### src/rtl/phase_offset_clock_gen_if.sv
// Configuration channel for phase_offset_clock_gen.
//   cfg_period / cfg_high / cfg_offset : period P, high time H, lag D (clk cycles)
//   cfg_valid                          : config present (master -> slave)
//   cfg_ready                          : slave can accept this cycle
//   cfg_error                          : one-cycle pulse, accepted config was illegal
// The master drives the config. The generator is the slave.
interface phase_offset_clock_gen_if #(
  parameter int count_size = 12
);
  logic [count_size-1:0] cfg_period;
  logic [count_size-1:0] cfg_high;
  logic [count_size-1:0] cfg_offset;
  logic                  cfg_valid;
  logic                  cfg_ready;
  logic                  cfg_error;

  modport master (
    output cfg_period, cfg_high, cfg_offset, cfg_valid,
    input  cfg_ready, cfg_error
  );

  modport slave (
    input  cfg_period, cfg_high, cfg_offset, cfg_valid,
    output cfg_ready, cfg_error
  );
endinterface

### src/rtl/phase_offset_clock_gen.sv
// Programmable two-phase square-wave generator.
// clk_out_1 rises exactly D cycles after clk_out_0, and both outputs have period P
// and high time H. Config changes land only on period boundaries.
// Ports:
//   clk, rst    : clock, synchronous active-high reset
//   enable      : 1 = run, 0 = stop at the end of the current period
//   cfg         : config handshake (slave modport)
//   running     : high in RUN or STOPPING
//   clk_out_0   : reference clock
//   clk_out_1   : lagging clock
//   edge_count  : clk_out_0 rising edges, counted modulo 2^edge_count_size
module phase_offset_clock_gen #(
  parameter int count_size      = 12,
  parameter int edge_count_size = 4
) (
  input  logic                       clk,
  input  logic                       rst,
  input  logic                       enable,
  phase_offset_clock_gen_if.slave    cfg,
  output logic                       running,
  output logic                       clk_out_0,
  output logic                       clk_out_1,
  output logic [edge_count_size-1:0] edge_count
);

  typedef logic [count_size-1:0]      cnt_t;
  typedef logic [edge_count_size-1:0] edge_t;
  typedef enum logic [1:0] {IDLE, RUN, STOPPING} state_t;

  localparam cnt_t CNT_ONE = cnt_t'(1);
  localparam cnt_t DEF_P   = cnt_t'(2);
  localparam cnt_t DEF_H   = cnt_t'(1);

  function automatic logic cfg_legal(cnt_t p, cnt_t h, cnt_t d);
    return (p >= DEF_P) && (h != '0) && (h < p) && (d < p);
  endfunction

  // (c - d) mod p, with one spare bit so c + p never overflows.
  function automatic cnt_t phase_lag(cnt_t c, cnt_t p, cnt_t d);
    logic [count_size:0] t;
    t = {1'b0, c} + {1'b0, p} - {1'b0, d};
    if (t >= {1'b0, p}) t = t - {1'b0, p};
    return t[count_size-1:0];
  endfunction

  state_t state_q, state_d;
  cnt_t   cnt0_q, cnt0_d, cnt0_adv, cnt1;
  cnt_t   p_q, h_q, d_q, p_d, h_d, d_d;
  cnt_t   pp_q, ph_q, pd_q, pp_d, ph_d, pd_d;
  logic   pend_q, pend_d;
  logic   seen1_q, seen1_d;
  logic   out0_d, out1_d;
  logic   err_q, err_d;
  edge_t  edge_d;
  logic   last, ready_c, accept, legal;

  always_comb begin
    state_d  = state_q;
    cnt1     = phase_lag(cnt0_q, p_q, d_q);
    last     = (cnt0_q == p_q - CNT_ONE);
    cnt0_adv = last ? '0 : cnt0_q + CNT_ONE;
    ready_c  = !rst && ((state_q == IDLE) || ((state_q == RUN) && last));
    accept   = cfg.cfg_valid && ready_c;
    legal    = cfg_legal(cfg.cfg_period, cfg.cfg_high, cfg.cfg_offset);
    err_d    = accept && !legal;
    cnt0_d   = cnt0_q;
    seen1_d  = seen1_q;
    out0_d   = 1'b0;
    out1_d   = 1'b0;
    p_d      = p_q;
    h_d      = h_q;
    d_d      = d_q;
    pp_d     = pp_q;
    ph_d     = ph_q;
    pd_d     = pd_q;
    pend_d   = pend_q;
    edge_d   = edge_count;

    case (state_q)
      IDLE: begin
        cnt0_d  = '0;
        seen1_d = 1'b0;
        if (accept && legal) begin
          p_d = cfg.cfg_period;
          h_d = cfg.cfg_high;
          d_d = cfg.cfg_offset;
        end
        if (enable) state_d = RUN;
      end

      RUN: begin
        cnt0_d  = cnt0_adv;
        // seen1 masks the wrapped cnt1 values before the first clk_out_1 rise.
        seen1_d = seen1_q || (cnt1 == '0);
        out0_d  = (cnt0_q < h_q);
        out1_d  = (cnt1 < h_q) && seen1_d;
        if (last && !enable) begin
          state_d = STOPPING;
          // The stop finishes on the old timing, so park the new config.
          if (accept && legal) begin
            pp_d   = cfg.cfg_period;
            ph_d   = cfg.cfg_high;
            pd_d   = cfg.cfg_offset;
            pend_d = 1'b1;
          end
        end else if (accept && legal) begin
          p_d = cfg.cfg_period;
          h_d = cfg.cfg_high;
          d_d = cfg.cfg_offset;
        end
      end

      STOPPING: begin
        // cnt1 == 0 would begin a fresh clk_out_1 pulse (D = 0 case), so it ends the stop too.
        if ((cnt1 >= h_q) || (cnt1 == '0)) begin
          state_d = IDLE;
          cnt0_d  = '0;
          seen1_d = 1'b0;
          if (pend_q) begin
            p_d    = pp_q;
            h_d    = ph_q;
            d_d    = pd_q;
            pend_d = 1'b0;
          end
        end else begin
          cnt0_d = cnt0_adv;
          out1_d = seen1_q;
        end
      end

      default: state_d = IDLE;
    endcase

    if (out0_d && !clk_out_0) edge_d = edge_count + edge_t'(1);
  end

  always_ff @(posedge clk) begin
    if (rst) state_q <= IDLE;
    else     state_q <= state_d;
  end

  always_ff @(posedge clk) begin
    if (rst) begin
      cnt0_q     <= '0;
      seen1_q    <= 1'b0;
      clk_out_0  <= 1'b0;
      clk_out_1  <= 1'b0;
      edge_count <= '0;
      err_q      <= 1'b0;
      p_q        <= DEF_P;
      h_q        <= DEF_H;
      d_q        <= '0;
      pp_q       <= '0;
      ph_q       <= '0;
      pd_q       <= '0;
      pend_q     <= 1'b0;
    end else begin
      cnt0_q     <= cnt0_d;
      seen1_q    <= seen1_d;
      clk_out_0  <= out0_d;
      clk_out_1  <= out1_d;
      edge_count <= edge_d;
      err_q      <= err_d;
      p_q        <= p_d;
      h_q        <= h_d;
      d_q        <= d_d;
      pp_q       <= pp_d;
      ph_q       <= ph_d;
      pd_q       <= pd_d;
      pend_q     <= pend_d;
    end
  end

  assign running       = (state_q != IDLE);
  assign cfg.cfg_ready = ready_c;
  assign cfg.cfg_error = err_q;

endmodule

### src/flat_wrapper.sv
// flat-port wrapper written by rule: the top's interface ports become plain ports
module phase_offset_clock_gen_flat 
#(
  parameter int count_size      = 12,
  parameter int edge_count_size = 4
)
  (clk, rst, enable, running, clk_out_0, clk_out_1, edge_count, cfg_cfg_period, cfg_cfg_high, cfg_cfg_offset, cfg_cfg_valid, cfg_cfg_ready, cfg_cfg_error);
  phase_offset_clock_gen_if #(.count_size(count_size)) cfg_i ();
  input  logic clk;
  input  logic rst;
  input  logic enable;
  output logic running;
  output logic clk_out_0;
  output logic clk_out_1;
  output logic [edge_count_size-1:0] edge_count;
  input wire logic [$bits(cfg_i.cfg_period)-1:0] cfg_cfg_period;
  input wire logic [$bits(cfg_i.cfg_high)-1:0] cfg_cfg_high;
  input wire logic [$bits(cfg_i.cfg_offset)-1:0] cfg_cfg_offset;
  input wire logic [$bits(cfg_i.cfg_valid)-1:0] cfg_cfg_valid;
  output wire logic [$bits(cfg_i.cfg_ready)-1:0] cfg_cfg_ready;
  output wire logic [$bits(cfg_i.cfg_error)-1:0] cfg_cfg_error;
  assign cfg_i.cfg_period = cfg_cfg_period;
  assign cfg_i.cfg_high = cfg_cfg_high;
  assign cfg_i.cfg_offset = cfg_cfg_offset;
  assign cfg_i.cfg_valid = cfg_cfg_valid;
  assign cfg_cfg_ready = cfg_i.cfg_ready;
  assign cfg_cfg_error = cfg_i.cfg_error;
  phase_offset_clock_gen #(.count_size(count_size), .edge_count_size(edge_count_size)) u_core (.clk(clk), .rst(rst), .enable(enable), .cfg(cfg_i), .running(running), .clk_out_0(clk_out_0), .clk_out_1(clk_out_1), .edge_count(edge_count));
endmodule
### config.mk
export PLATFORM = sky130hd
export DESIGN_NAME = phase_offset_clock_gen_flat
export DESIGN_NICKNAME = d
export VERILOG_FILES = /design/src/rtl/phase_offset_clock_gen_if.sv /design/src/rtl/phase_offset_clock_gen.sv /design/src/flat_wrapper.sv
export SDC_FILE = /design/constraint.sdc
export NUM_CORES = 1
export LEC_CHECK = 0
export ABC_CLOCK_PERIOD_IN_PS = 7600
export BUFFER_PORTS_ARGS = -buffer_cell sky130_fd_sc_hd__buf_2
export CORE_ASPECT_RATIO = 0.5
export CORE_UTILIZATION = 25
export CTS_CLUSTER_SIZE = 40
export DETAILED_ROUTE_END_ITERATION = 16
export HOLD_SLACK_MARGIN = 0.15
export PLACE_DENSITY = 0.49
export SYNTH_ARGS = -nofsm -noshare
export SYNTH_HDL_FRONTEND = slang
export SYNTH_SLANG_ARGS = --single-unit
### constraint.sdc
create_clock -name clk -period 7.6 [get_ports clk]
set_clock_uncertainty 0.2 [all_clocks]
set_input_delay 1.52 -clock clk [delete_from_list [all_inputs] [get_ports clk]]
set_output_delay 1.52 -clock clk [all_outputs]
set_load 0.005 [all_outputs]
## Word level (Yosys, flattened, before mapping)

Cells that the tools add are included.

- Input bits: 40
- Logic and storage cells: 95
- Output and inout bits: 9
- Bits in registers: 95

- Add/sub/neg operators: 6
- Equal/unequal tests: 9
- Reductions and logical operators: 28
- Multiplexer cells: 31
- Order comparisons: 7

Operators by type and width:

| operator | number |
|---|---|
| 12-bit 2-to-1 mux | 15 |
| 12-bit one-hot mux with 3 select lines | 4 |
| 12-bit < comparator | 4 |
| 12-bit by 12-bit adder with 13-bit output | 1 |
| 13-bit by 12-bit >= comparator with 1-bit output | 1 |
| 13-bit by 12-bit subtractor with 13-bit output | 1 |
| 12-bit by 1-bit adder with 12-bit output (second input constant) | 1 |
| 12-bit equality test | 1 |
| 12-bit >= comparator | 1 |
| 12-bit by 2-bit >= comparator with 1-bit output (second input constant) | 1 |
| 12-bit logical NOT | 1 |
| 12-bit nonzero test | 1 |
| 12-bit by 1-bit subtractor with 12-bit output (second input constant) | 1 |
| 12-bit subtractor | 1 |
| 1-bit logical AND | 11 |
| 2-bit != test (second input constant) | 4 |
| 4-bit AND reduction | 2 |
| 2-bit 2-to-1 mux | 3 |
| 2-bit one-hot mux with 3 select lines | 1 |
| 3-bit AND reduction | 2 |
| 1-bit 2-to-1 mux | 5 |
| 4-bit by 1-bit adder with 4-bit output (second input constant) | 1 |
| 1-bit logical NOT | 4 |
| 2-bit by 1-bit != test with 1-bit output (second input constant) | 2 |
| 8 further kinds | 12 |

## Depth between registers and ports, before layout

- Depth in word-level cells: 10
- Gate-level depth with buffers: 30
- Gate-level depth less buffers: 28

## Least setup slack after synthesis

No wires, ideal clock.

- Path type: register -> register
- From: register u_core.p_q[1]
- To: register u_core.seen1_q
- Stages on the path, launching flop included: 27
- Setup slack: 205 ps
- Library setup time: 115 ps
- Data arrival time: 7080 ps
- Required time: 7285 ps
- Cells stage by stage: dfxtp_1 inv_1 fa_1 inv_1 fa_1 a211oi_1 nor4b_1 or3b_2 ha_1 a211oi_1 nor2b_1 a311oi_1 o21bai_1 a211oi_1 nor2_1 clkbuf_1 mux2_2 ha_1 and3_1 a221o_1 a221oi_1 o21ai_0 a311oi_1 clkbuf_1 clkbuf_1 nand2_1 a2111oi_0

- Longest elaborated chain between the ends: 8
- Elaborated cells between the ends (all ways): 11
- Those cells by class: add/sub (3); order compare (2); mux (3); reduce/logical (3)

RTL lines:

| what | line | text |
|---|---|---|
| from (decl) | phase_offset_clock_gen.sv:48 | `cnt_t p_q, h_q, d_q, p_d, h_d, d_d;` |
| from (signal assigned) | phase_offset_clock_gen.sv:164 | `p_q <= p_d;` |
| 12-bit by 12-bit adder with 13-bit output | phase_offset_clock_gen.sv:41 | `t = {1'b0, c} + {1'b0, p} - {1'b0, d};` |
| 13-bit by 12-bit subtractor with 13-bit output | phase_offset_clock_gen.sv:41 |  |
| 12-bit subtractor / 13-bit by 12-bit >= comparator with 1-bit output (equally long branches) | phase_offset_clock_gen.sv:42 | `if (t >= {1'b0, p}) t = t - {1'b0, p};` |
| 12-bit 2-to-1 mux * | phase_offset_clock_gen.sv:42 |  |
| 12-bit >= comparator / 12-bit logical NOT (equally long branches) | phase_offset_clock_gen.sv:115, phase_offset_clock_gen.sv:94 |  |
| 1-bit logical OR | phase_offset_clock_gen.sv:115 | `if ((cnt1 >= h_q) \|\| (cnt1 == '0)) begin` |
| 1-bit 2-to-1 mux | -- |  |
| 1-bit one-hot mux with 3 select lines * | phase_offset_clock_gen.sv:79 | `case (state_q)` |
| to (signal assigned) | phase_offset_clock_gen.sv:159 | `seen1_q <= seen1_d;` |
| to (decl) | phase_offset_clock_gen.sv:51 | `logic seen1_q, seen1_d;` |

Mark *: on every way between the ends. The rest lies on a longest branch, timed or not.
A chain may end at the register's enable or synchronous reset.

## Worst setup path after layout

- From: register u_core.p_q[1]
- To: register u_core.cnt0_q[1]

- Longest elaborated chain between the ends: 8
- Elaborated cells between the ends (all ways): 13
- Those cells by class: add/sub (4); order compare (2); eq/ne (1); mux (4); reduce/logical (2)

RTL lines:

| what | line | text |
|---|---|---|
| 12-bit by 12-bit adder with 13-bit output | phase_offset_clock_gen.sv:41 |  |
| 13-bit by 12-bit subtractor with 13-bit output | phase_offset_clock_gen.sv:41 |  |
| 12-bit subtractor / 13-bit by 12-bit >= comparator with 1-bit output (equally long branches) | phase_offset_clock_gen.sv:42 |  |
| 12-bit 2-to-1 mux | phase_offset_clock_gen.sv:42 |  |
| 12-bit >= comparator / 12-bit logical NOT (equally long branches) | phase_offset_clock_gen.sv:115 |  |
| 1-bit logical OR | phase_offset_clock_gen.sv:115 |  |
| 12-bit 2-to-1 mux | phase_offset_clock_gen.sv:115 |  |
| 12-bit one-hot mux with 3 select lines * | phase_offset_clock_gen.sv:79 |  |
| to (signal assigned) | phase_offset_clock_gen.sv:158 | `cnt0_q <= cnt0_d;` |
| to (decl) | phase_offset_clock_gen.sv:47 | `cnt_t cnt0_q, cnt0_d, cnt0_adv, cnt1;` |

Marked as above.

==> results.txt <==
Status: finished clean
Endpoint class of the critical path: flip-flop
Antenna violations before repair: 0
Final period util: 95.1%
CTS resizes: 0
Highest Clock Rate: 138 MHz
FFs w/ async S/R, synth: 0%
Nets: 1083
Grt total ovfl: 0
Ys flop type: dfxtp_1
FF-to-FF setup slack: 370 ps
Reg2reg start: u_core.p_q[1]
Part of the power in the clock network: 19.2%
EDFF count, synth: 0
Syn Inst Count: 919
Fraction of power consumed by sequential logic: 21.6%
# DRC: 0
Logic gate share of total power: 59.2%
Syn_nets: 1050
Remaining antenna violation count after routing: 0
Hold Path Class: flip-flop to flip-flop
Wire per inst: 17.7 um
Startpoint types: flip-flop
Internal: 0.00142 W
Ys Warns: 0
Postcts setup bufs: 0
PortBufs: 48
Worst hold path depth: 2
Via density: 5.04
Worst-skew pair later-pin latency: 360 ps
Worst endpoint data arrival time: 7270 ps
Htree depth: 3
Die width: 252 um
Post-Syn Area: 7810 sq um
Busiest grt layer: met2
Met3 Use GR: 2.28%
Worst hold slack: 289 ps
Final Max Slew Viols: 0
Final count of hold timing violations: 0
Post-synth cell types: 65
Area delta synth->final: 14.2%
Slew Limit Headroom: 32.3%
Post-placement cell count: 1364
Fin area: 8910 sq um
Drt first pass iters: 5
Endpoint, Worst Hold: u_core.pend_q
Die area: 32000 sq um
Vias in the first global route: 6602
Mean Syn Cell Area: 8.50 sq um
Least-Margin Pin Slew: 1020 ps
Hold Buf Count CTS: 0
Met1 Usage GRT: 21.3%
Worst flop-to-flop path endpoint: u_core.cnt0_q[1]
ANT cells: 0
Final setup vio count: 0
Via count: 6957
Total track usage: 15.3%
Max clock buf depth: 2
DP Wirelength: 19100 um
CP Class: flip-flop to flip-flop
Switching part of the total power: 43.3%
Sw power: 0.00109 W
PwrDens: 281 nW/um^2
Reg2reg path depth: 26
First-pass GRT wire length: 38400 um
Cts bufs inserted: 9
Max IR drop VDD: 113 uV
Crit path time final: 7230 ps
FP Rows: 45
Critical path peak fanout: 9
Post-synthesis sequential area ratio: 24.4%
Share of cells above drive strength 1: 15.5%
Non-filler cells, final: 1380
Hold Crit Start: u_core.pend_q
Clk sinks: 95
Ports: 49
Die Height: 127 um
GRT met2 Usage: 24.6%
Leakage power: 3.70 nW
CTS tree: done
Clk slew on worst S/H paths: 70 ps
Final Wtd Congestion: 0.875
Pre-CTS setup slack: 87.7 ps
Max-Cap Viols: 0
Core Footprint: 30500 sq um
Seq cells post-synth: 95
CTS Root Cell: clkbuf_16
Post-Route WL: 24400 um
Final worst slack: 375 ps
Largest net degree at the start of global routing: 88
Power, Total: 0.00251 W
Dpl cell area: 8570 sq um
Worst Path Required: 7640 ps
Initial detailed-routing violation count: 434
Initial Util: 25.6%
==> area by class of cell <==
class	instances	area (sq um)
well taps	423	529
flip-flops and latches	95	1900
clock inverters	5	63.8
inverters	99	372
multi-input cells	674	5360
repair buffers	73	447
clock buffers	11	243
fillers	3295	21600
==> logic make-up after synthesis <==
logic type	count (synthesis)	synth area share [%]
AOI/OAI and AO/OA	229	21.5
xor gates and xnor gates	36	4.04
adders and majority gates	91	15.8
buffers and inverters	150	7.76
DFF	95	24.4
muxes	76	10.3
and+or+nand+nor	242	16.3
==> cells in the mapped netlist, drive strengths merged, types with 18 or more instances <==
cell,number,share of area [%]
xnor2,21,2.4
inv,99,4.8
nor2,68,3.3
a21oi,31,2.0
a2111oi,42,5.0
mux2i,43,5.5
nor4,18,1.4
dfxtp,95,24
ha,78,13
o21ai,36,2.3
a211oi,49,4.8
nand2,28,1.3
clkbuf,41,2.0
nand3,25,1.6
mux2,33,4.8
nor3,18,1.2
a21o,21,2.0
==> stage by stage <==
stage / setup TNS, ps / util, %
final: 0 / 29.2
after global routing: -78.4 / 29.2
after detailed placement: 0 / 28.1
after floorplan: 0 / -
after CTS: 0 / 29.1
after global placement: 0 / 28.1
==> placed cells by master (no fill, tap or decap), drive strengths merged, types with 5 or more instances in the layout <==
cell type | netlist | final
inv | 99 | 101
dfxtp | 95 | 95
ha | 78 | 78
buf | 10 | 73
nor2 | 68 | 68
a211oi | 49 | 49
mux2i | 43 | 43
a2111oi | 42 | 42
o21ai | 36 | 36
mux2 | 33 | 33
a21oi | 31 | 31
nand2 | 28 | 28
nand3 | 25 | 25
xnor2 | 21 | 21
a21o | 21 | 21
nor3 | 18 | 18
nor4 | 18 | 18
xor2 | 15 | 15
fa | 13 | 13
nand4 | 12 | 12
nor2b | 11 | 11
nand2b | 11 | 11
clkbuf | 41 | 11
and3 | 8 | 8
and2 | 8 | 8
nor3b | 7 | 7
or2 | 6 | 6
or4 | 6 | 6
o211ai | 5 | 5
==> sequential cells by signal, summed over array words and instances, names as in the netlist <==
name and count:
u_core.clk_out_1 1, u_core.p_q 12, u_core.cfg.cfg_error 1, u_core.h_q 12
u_core.pd_q 12, u_core.clk_out_0 1, u_core.cnt0_q 12, u_core.seen1_q 1
u_core.pend_q 1, u_core.ph_q 12, u_core.edge_count 4, u_core.state_q 2
u_core.pp_q 12, u_core.d_q 12
==> metal layers <==
metal | share of wire, % | up-vias
met5 | 0 | -
met4 | 1.6 | 0
met3 | 3.0 | 29
met2 | 45 | 121
met1 | 51 | 3355
li1 | - | 3452
==> worst max-delay path by stage <==
stage	slack, ps	endpoint	cells after the start	startpoint
finish	370	u_core.cnt0_q[1]	26	u_core.p_q[1]
global route	-20	u_core.cnt0_q[1]	26	u_core.p_q[1]
CTS	50	u_core.p_q[0]	26	u_core.p_q[3]
detailed placement	90	u_core.p_q[0]	26	u_core.p_q[3]
global placement	160	u_core.p_q[3]	25	u_core.p_q[3]
floorplan	210	u_core.seen1_q	26	u_core.p_q[1]
==> worst max-delay path: stages (launching register included) <==
cell and delay (ps):
dfxtp_1 330, inv_1 110, fa_1 520, inv_1 70, fa_1 460, a211oi_1 240
buf_4 170, nor4b_1 50, or3b_2 500, ha_1 370, a211oi_2 340, nor2b_1 200
a311oi_2 80, o21bai_1 220, a211oi_2 110, nor2_2 220, mux2_2 380, ha_1 300
and3_1 220, a221o_1 300, a221oi_1 270, o21ai_1 160, a311oi_4 350, inv_1 120
nor2_2 210, a211oi_2 220, a2111oi_0 370
==> power groups by stage <==
stage | registers, W | clock network [W] | logic [W]
after floorplan | 0.000547 | 0 | 0.00104
after global placement | 0.000553 | 0 | 0.00140
after detailed placement | 0.000554 | 0 | 0.00143
after CTS | 0.000542 | 0.000493 | 0.00143
after global routing | 0.000546 | 0.000512 | 0.00164
final | 0.000542 | 0.000481 | 0.00148
Note: power is estimated with default switching activity, not from simulation.
